### config.mk
export PLATFORM = sky130hd
export DESIGN_NAME = shift_deserializer_flat
export DESIGN_NICKNAME = d
export VERILOG_FILES = /design/src/rtl/shift_deserializer_if.sv /design/src/rtl/shift_deserializer.sv /design/src/flat_wrapper.sv
export SDC_FILE = /design/constraint.sdc
export NUM_CORES = 1
export LEC_CHECK = 0
export CAP_MARGIN = 20
export CORE_UTILIZATION = 55
export CTS_CLUSTER_SIZE = 40
export DETAILED_ROUTE_END_ITERATION = 7
export DONT_BUFFER_PORTS = 1
export GPL_TIMING_DRIVEN = 0
export PLACE_DENSITY_LB_ADDON = 0.3
export SYNTH_ARGS = -nofsm -noshare
export SYNTH_HDL_FRONTEND = slang
export SYNTH_SLANG_ARGS = --single-unit
### constraint.sdc
create_clock -name clk -period 2 [get_ports clk]
set_input_delay 0 -clock clk [delete_from_list [all_inputs] [get_ports clk]]
set_output_delay 0 -clock clk [all_outputs]
set_load 0.005 [all_outputs]
### src/rtl/shift_deserializer_if.sv
// Handshake and data bundle for shift_deserializer.
// The master side drives the serial stream and consumes q; the slave side is the deserializer.
interface shift_deserializer_if #(
    parameter int WIDTH = 8
);
    logic             start;
    logic             abort;
    logic             dir;
    logic             cont;
    logic             sin;
    logic             sin_valid;
    logic             sin_ready;
    logic [WIDTH-1:0] q;
    logic             q_valid;
    logic             q_ready;
    logic             busy;
    logic [3:0]       bit_cnt;
    logic             perr;

    modport master (
        output start, abort, dir, cont, sin, sin_valid, q_ready,
        input  sin_ready, q, q_valid, busy, bit_cnt, perr
    );

    modport slave (
        input  start, abort, dir, cont, sin, sin_valid, q_ready,
        output sin_ready, q, q_valid, busy, bit_cnt, perr
    );
endinterface

### src/rtl/shift_deserializer.sv
// Serial-to-parallel deserializer with LSB/MSB-first order, single/continuous mode and output backpressure.
// Optional feature macro: PARITY_CHECK_EN adds a 9th even-parity bit per word and drives perr.
module shift_deserializer #(
    parameter int WIDTH = 8
) (
    input logic                  clk,
    input logic                  rst_n,
    shift_deserializer_if.slave  bus
);

`ifdef PARITY_CHECK_EN
    localparam int N = WIDTH + 1;
`else
    localparam int N = WIDTH;
`endif

    typedef enum logic [1:0] {IDLE, SHIFT, HOLD} state_t;

    state_t           state, nxt_state;
    logic [WIDTH-1:0] shreg, nxt_shreg, shifted, word, q_r;
    logic [3:0]       cnt, nxt_cnt;
    logic             dir_r, cont_r;
    logic             sin_ready_r, busy_r, q_valid_r;
    logic             accept, transfer, out_free, last_bit, load;

`ifdef PARITY_CHECK_EN
    logic             perr_r, pend_perr, nxt_pend_perr, word_perr, bit_perr;
    assign bit_perr = (^shreg) ^ bus.sin;
`endif

    assign accept   = bus.sin_valid & sin_ready_r;
    assign transfer = q_valid_r & bus.q_ready;
    assign out_free = ~q_valid_r | bus.q_ready;
    assign last_bit = (cnt == 4'(N - 1));
    assign shifted  = dir_r ? {shreg[WIDTH-2:0], bus.sin} : {bus.sin, shreg[WIDTH-1:1]};

    always_comb begin
        nxt_state = state;
        nxt_shreg = shreg;
        nxt_cnt   = cnt;
        load      = 1'b0;
        word      = shreg;
`ifdef PARITY_CHECK_EN
        nxt_pend_perr = pend_perr;
        word_perr     = pend_perr;
`endif
        if (bus.abort) begin
            nxt_state = IDLE;
            nxt_shreg = '0;
            nxt_cnt   = '0;
        end else begin
            case (state)
                IDLE: begin
                    if (bus.start) begin
                        nxt_state = SHIFT;
                        nxt_cnt   = '0;
                        nxt_shreg = '0;
                    end
                end
                SHIFT: begin
                    if (accept) begin
                        if (last_bit) begin
                            // The parity bit is checked but never shifted into the data word.
`ifdef PARITY_CHECK_EN
                            word      = shreg;
                            word_perr = bit_perr;
`else
                            word      = shifted;
`endif
                            if (out_free) begin
                                load      = 1'b1;
                                nxt_cnt   = '0;
                                nxt_shreg = '0;
                                nxt_state = cont_r ? SHIFT : IDLE;
                            end else begin
                                nxt_state = HOLD;
                                nxt_cnt   = cnt + 4'd1;
                                nxt_shreg = word;
`ifdef PARITY_CHECK_EN
                                nxt_pend_perr = bit_perr;
`endif
                            end
                        end else begin
                            nxt_shreg = shifted;
                            nxt_cnt   = cnt + 4'd1;
                        end
                    end
                end
                HOLD: begin
                    if (out_free) begin
                        load      = 1'b1;
                        nxt_cnt   = '0;
                        nxt_shreg = '0;
                        nxt_state = cont_r ? SHIFT : IDLE;
                    end
                end
                default: nxt_state = IDLE;
            endcase
        end
    end

    always_ff @(posedge clk or negedge rst_n) begin
        if (!rst_n) begin
            state       <= IDLE;
            shreg       <= '0;
            cnt         <= '0;
            dir_r       <= 1'b0;
            cont_r      <= 1'b0;
            sin_ready_r <= 1'b0;
            busy_r      <= 1'b0;
            q_r         <= '0;
            q_valid_r   <= 1'b0;
`ifdef PARITY_CHECK_EN
            perr_r      <= 1'b0;
            pend_perr   <= 1'b0;
`endif
        end else begin
            state       <= nxt_state;
            shreg       <= nxt_shreg;
            cnt         <= nxt_cnt;
            sin_ready_r <= (nxt_state == SHIFT);
            busy_r      <= (nxt_state != IDLE);
            if (state == IDLE && bus.start && !bus.abort) begin
                dir_r  <= bus.dir;
                cont_r <= bus.cont;
            end
            // A load on the same edge as a transfer keeps q_valid high with the new word.
            if (load) begin
                q_r       <= word;
                q_valid_r <= 1'b1;
`ifdef PARITY_CHECK_EN
                perr_r    <= word_perr;
`endif
            end else if (transfer) begin
                q_valid_r <= 1'b0;
            end
`ifdef PARITY_CHECK_EN
            pend_perr <= nxt_pend_perr;
`endif
        end
    end

    assign bus.sin_ready = sin_ready_r;
    assign bus.busy      = busy_r;
    assign bus.q         = q_r;
    assign bus.q_valid   = q_valid_r;
    assign bus.bit_cnt   = cnt;
`ifdef PARITY_CHECK_EN
    assign bus.perr      = perr_r;
`else
    assign bus.perr      = 1'b0;
`endif

endmodule
### src/flat_wrapper.sv
// flat-port wrapper written by rule: the top's interface ports become plain ports
module shift_deserializer_flat 
#(
    parameter int WIDTH = 8
)
  (clk, rst_n, bus_start, bus_abort, bus_dir, bus_cont, bus_sin, bus_sin_valid, bus_q_ready, bus_sin_ready, bus_q, bus_q_valid, bus_busy, bus_bit_cnt, bus_perr);
  shift_deserializer_if #(.WIDTH(WIDTH)) bus_i ();
  input logic clk;
  input logic rst_n;
  input wire logic [$bits(bus_i.start)-1:0] bus_start;
  input wire logic [$bits(bus_i.abort)-1:0] bus_abort;
  input wire logic [$bits(bus_i.dir)-1:0] bus_dir;
  input wire logic [$bits(bus_i.cont)-1:0] bus_cont;
  input wire logic [$bits(bus_i.sin)-1:0] bus_sin;
  input wire logic [$bits(bus_i.sin_valid)-1:0] bus_sin_valid;
  input wire logic [$bits(bus_i.q_ready)-1:0] bus_q_ready;
  output wire logic [$bits(bus_i.sin_ready)-1:0] bus_sin_ready;
  output wire logic [$bits(bus_i.q)-1:0] bus_q;
  output wire logic [$bits(bus_i.q_valid)-1:0] bus_q_valid;
  output wire logic [$bits(bus_i.busy)-1:0] bus_busy;
  output wire logic [$bits(bus_i.bit_cnt)-1:0] bus_bit_cnt;
  output wire logic [$bits(bus_i.perr)-1:0] bus_perr;
  assign bus_i.start = bus_start;
  assign bus_i.abort = bus_abort;
  assign bus_i.dir = bus_dir;
  assign bus_i.cont = bus_cont;
  assign bus_i.sin = bus_sin;
  assign bus_i.sin_valid = bus_sin_valid;
  assign bus_i.q_ready = bus_q_ready;
  assign bus_sin_ready = bus_i.sin_ready;
  assign bus_q = bus_i.q;
  assign bus_q_valid = bus_i.q_valid;
  assign bus_busy = bus_i.busy;
  assign bus_bit_cnt = bus_i.bit_cnt;
  assign bus_perr = bus_i.perr;
  shift_deserializer #(.WIDTH(WIDTH)) u_core (.clk(clk), .rst_n(rst_n), .bus(bus_i));
endmodule
**Yosys cells after proc, flatten, opt, wreduce, memory -nomap -nowiden**

Cells that the tools add are included.

- Add/subtract/negate cells: 1
- Bitwise operators: 4
- Equal/unequal tests: 7
- Multiplexer cells: 34
- Reduce and logical (&&, ||, !) cells: 8

Operators by type and width:

| kind | number |
|---|---|
| $mux 8 | 11 |
| $mux 4 | 6 |
| $pmux 8 s3 | 1 |
| $mux 2 | 6 |
| $pmux 4 s3 | 1 |
| $mux 1 | 7 |
| $ne 3x2->1 const B | 2 |
| $pmux 2 s3 | 1 |
| $add 4x1->4 const B | 1 |
| $eq 2x1->1 const B | 2 |
| $eq 4x3->1 const B | 1 |
| $reduce_and 4->1 | 1 |
| $reduce_bool 2->1 | 2 |
| $reduce_bool 4->1 | 1 |
| $ne 3x3->1 const B | 1 |
| $and 1x1->1 | 2 |
| $eq 2x2->1 const B | 1 |
| $logic_and 1x1->1 | 2 |
| $logic_not 2->1 | 1 |
| $pmux 1 s2 | 1 |
| $logic_not 1->1 | 1 |
| $not 1->1 | 1 |
| $or 1x1->1 | 1 |

- Input port bits: 9
- Bits in registers: 27

**Longest topological paths before layout**

- Depth after elaboration: 8
- Mapped depth: 8

**Worst setup path before layout**

Ideal clock, no wire load.

- Kind: reg-to-reg
- Start point: register u_core.cnt[0] (netlist: u_core.bus.bit_cnt[0])
- End point: register u_core.q_r[0] (netlist: u_core.bus.q[0])
- Setup time: 125 ps
- Data required time: 1,875 ps
- Cell stages (with the launch flop): 6
- Slack: 141 ps
- Data arrival time: 1,734 ps
- Clock period less this slack: 1,859 ps
- Cells stage by stage: dfrtp_1 -> ha_1 -> and3b_2 -> a31oi_1 -> nor4b_4 -> mux2_2

- Word-level cells in the longest chain between the ends: 5

Ends and longest elaborated chain:

| item | RTL line | text |
|---|---|---|
| from (decl) | shift_deserializer.sv:21 | `logic [3:0] cnt, nxt_cnt;` |
| from (signal assigned) | shift_deserializer.sv:120 | `cnt <= nxt_cnt;` |
| $eq 4x3->1 (*) | shift_deserializer.sv:34 | `assign last_bit = (cnt == 4'(N - 1));` |
| $mux 1 / $mux 8 (equally long branches) | shift_deserializer.sv:62 | `if (last_bit) begin` |
| $mux 1 / $mux 8 (equally long branches) | shift_deserializer.sv:61 | `if (accept) begin` |
| $pmux 1 s2 / $mux 8 (equally long branches) | shift_deserializer.sv:52 | `case (state)` |
| $mux 1 / $mux 8 (equally long branches) | shift_deserializer.sv:47 | `if (bus.abort) begin` |
| to (signal assigned) | shift_deserializer.sv:129 | `q_r <= word;` |
| to (decl) | shift_deserializer.sv:20 | `logic [WIDTH-1:0] shreg, nxt_shreg, shifted, word, q_r;` |

Mark *: on every way between the ends. The rest lies on a longest branch, timed or not.
A chain may end at the register's enable or synchronous reset.

**Worst setup path in the final report**

- Start point: register u_core.cnt[1] (netlist: u_core.bus.bit_cnt[1])
- End point: register u_core.q_r[6] (netlist: u_core.bus.q[6])

Same word-level chain as after synthesis.

==> results_dict.tcl <==
set metrics [dict create \
    worstMarginPinSlew_ns 0.774 \
    syn_avg_cell_area_um2 11.4 \
    global_route.usage.met1_pct 29.6 \
    synth_edf_count 0 \
    yosysMostFrequentCell "dfrtp_1" \
    n_antenna_cell 0 \
    clockBufferDepth 2 \
    p_leak_uw 0.000761 \
    clk_latency_ns 0.32 \
    ys_ff_latch 27 \
    finClkSkew_ns 0.00386 \
    htree_num_levels 1 \
    first_global_vias 1086 \
    max-slew-margin-rel_pct 48.2 \
    final_area_um2 1740 \
    synth_top_area_cell "dfrtp_1" \
    initial_core_util_pct 59.0 \
    ys.flop_type "dfrtp_1" \
    drive_gt1_share_pct 28.0 \
    wl_per_cell_um 17.6 \
    worstSetupPathType "flip-flop to flip-flop" \
    gp_congestion 0.806 \
    worstPathArrival_ns 2.16 \
    period_needed_ns 1.94 \
    rsz0062_at_grt "yes" \
    viasPerCell 6.03 \
    rows 18 \
    worstPathRequired_ns 2.22 \
    clk_pin_slew_ns 0.14 \
    setup_tns_ns 0 \
    crit_fanout 5 \
    io_buffers 0 \
    final_nets 165 \
    setup_viol 0 \
    ios 25 \
    busiest_layer "met2" \
    synthTopCellsByArea "dfrtp_1 45%, mux2i_1 11%, mux2_2 7.6%" \
    hold_path_class "primary input to async pin" \
    slew_violations 0 \
    end_kind "flip-flop" \
    syn_nets 145 \
    ir_drop_v 0.000435 \
    grt_first_pass_wirelength_um 4930 \
    antenna_found_initial 0 \
    synth.distinct_cells 38 \
    powerDensity_nw_per_um2 567 \
    cts_sinks 27 \
    syn_area_um2 1490 \
    post_dp_cell_area_um2 1530 \
    yosysSeqAreaShare_pct 45.4 \
    async_flop_share_pct 100 \
    dieArea_um2 2920 \
    max_freq_mhz 515 \
    synth_warnings 0 \
    cts_tree "built" \
    fp.dieH_um 54.0 \
    use_met2_pct 42.6 \
    outcome "finished clean" \
    root_buffer "clkbuf_4" \
    ant_nets 0 \
    first_iter_violations 23 \
    vias 1085 \
    overflow 0 \
    core-area_um2 2520 \
    drtPass1Iterations 4 \
    fin_crit_sh_pct 97.0 \
    worstSetupStartpointType "flip-flop" \
    maxCapViolations 0 \
    drc_errors 0 \
    dp_hpwl_um 2070 \
    syn2layout_area_growth_pct 17.2 \
    grt_max_degree 28 \
    routed_wl_um 3160 \
    grt_use_met3_pct 4.24 \
    die_w_um 54.0 \
    hold_viol_final 0 \
    synth_cells 131 \
    netlist_top_cells_count "27 x dfrtp_1, 17 x mux2i_1, 11 x inv_1" \
    synth_top_area_share_pct 45.4 \
    numCtsBuffers 3 \
    grt_usage_pct 24.5 \
]
-- worst max-delay path, stage by stage (launching register included) --
cell and delay (ns):
dfrtp_1 0.45, ha_2 0.24, and3b_2 0.23, a31oi_2 0.13, nor4b_4 0.25, buf_4 0.20, mux2_2 0.34
-- power by group --
| group | internal, uW | total [uW] | switching, uW |
|---|---|---|---|
| Clock | 78.1 | 239 | 161 |
| Combinational | 90.2 | 179 | 89.0 |
| Sequential | 561 | 570 | 9.25 |
| Total | 729 | 988 | 259 |
-- placed cells by master (no fill, tap or decap), types with 2 or more instances in the layout --
master         count
buf_12             2
dfrtp_2            3
nor2_1             4
mux2_2            10
o22ai_1            9
inv_1             11
buf_4              8
nand3_1            4
ha_1               4
o21ai_0            3
clkbuf_4           3
nand2_1            2
clkbuf_1           3
or2_2              2
and3b_2            2
mux2i_1           17
buf_6              2
nand3b_1           2
o211ai_1           2
nand2b_1           3
dfrtp_1           24
dlygate4sd3_1      7
-- flip-flops by register name (all words and copies together) (netlist names) --
register	cells
u_core.dir_r	1
u_core.bus.q	8
u_core.bus.sin_ready	1
u_core.bus.bit_cnt	4
u_core.shreg	8
u_core.bus.busy	1
u_core.cont_r	1
u_core.state	2
u_core.bus.q_valid	1
-- layout make-up --
cell class	count	area, um^2
Buffer	6	45.0
Clock buffer	4	26.3
Fill cell	183	778
Inverter	11	41.3
Multi-Input combinational cell	87	759
Sequential cell	27	679
Tap cell	30	37.5
Timing Repair Buffer	15	155
-- repair_timing --
| action | in CTS | in global routing |
|---|---|---|
| hold buffers | 8 | 0 |
| setup buffers | 2 | 5 |
| hold endpoints to repair | 37 | 0 |
| resized for setup | 3 | 8 |
| setup endpoints to repair | 20 | 22 |
| pin swaps | 2 | 3 |
-- path summary, 6_finish.rpt --
path,start,to,slack [ns],cells after the start
min reg2reg,u_core.bus.q[1]$_DFFE_PN0P_,u_core.bus.q[1]$_DFFE_PN0P_,0.55,1
max in group asynchronous,rst_n,u_core.bus.bit_cnt[0]$_DFFE_PN0P_,1.75,2
min,rst_n,u_core.bus.q_valid$_DFFE_PN0P_,0.09,2
max reg2reg,u_core.bus.bit_cnt[1]$_DFFE_PN0P_,u_core.bus.q[6]$_DFFE_PN0P_,0.06,6
min in group clk,bus_start,u_core.state[0]$_DFF_PN0_,0.09,3
max,u_core.bus.bit_cnt[1]$_DFFE_PN0P_,u_core.bus.q[6]$_DFFE_PN0P_,0.06,6
-- logic make-up after synthesis --
kind of cell    after synthesis  synth area share, %
mux                          27                 19.0
flops                        27                 45.4
fa+ha+maj                     5                 4.21
buf+inv                      17                 5.80
simple gates                 27                 12.5
compound gates               27                 12.8
other cells                   1                0.252
-- per-layer routing --
layer | up-vias | wire length (um)
met3 | 4 | 105
met4 | 0 | 34
met2 | 25 | 1640
met5 | - | 0
li1 | 511 | -
met1 | 545 | 1390
-- metrics by stage --
step | hold WS [ns] | std cells | setup WS, ns | utilization, % | total power [uW]
floorplan | -0.296 | 131 | 0.141 | - | 679
detailed placement | -0.295 | 161 | -0.232 | 60.5 | 700
CTS | 0.0538 | 175 | 0.0106 | 66.2 | 972
global placement | -0.295 | 161 | -0.163 | 60.5 | 696
global route | 0.0882 | 180 | -0.0132 | 69.1 | 1030
finish | 0.0862 | 180 | 0.0599 | 69.1 | 988
Note: power is estimated with default switching activity, not from simulation.
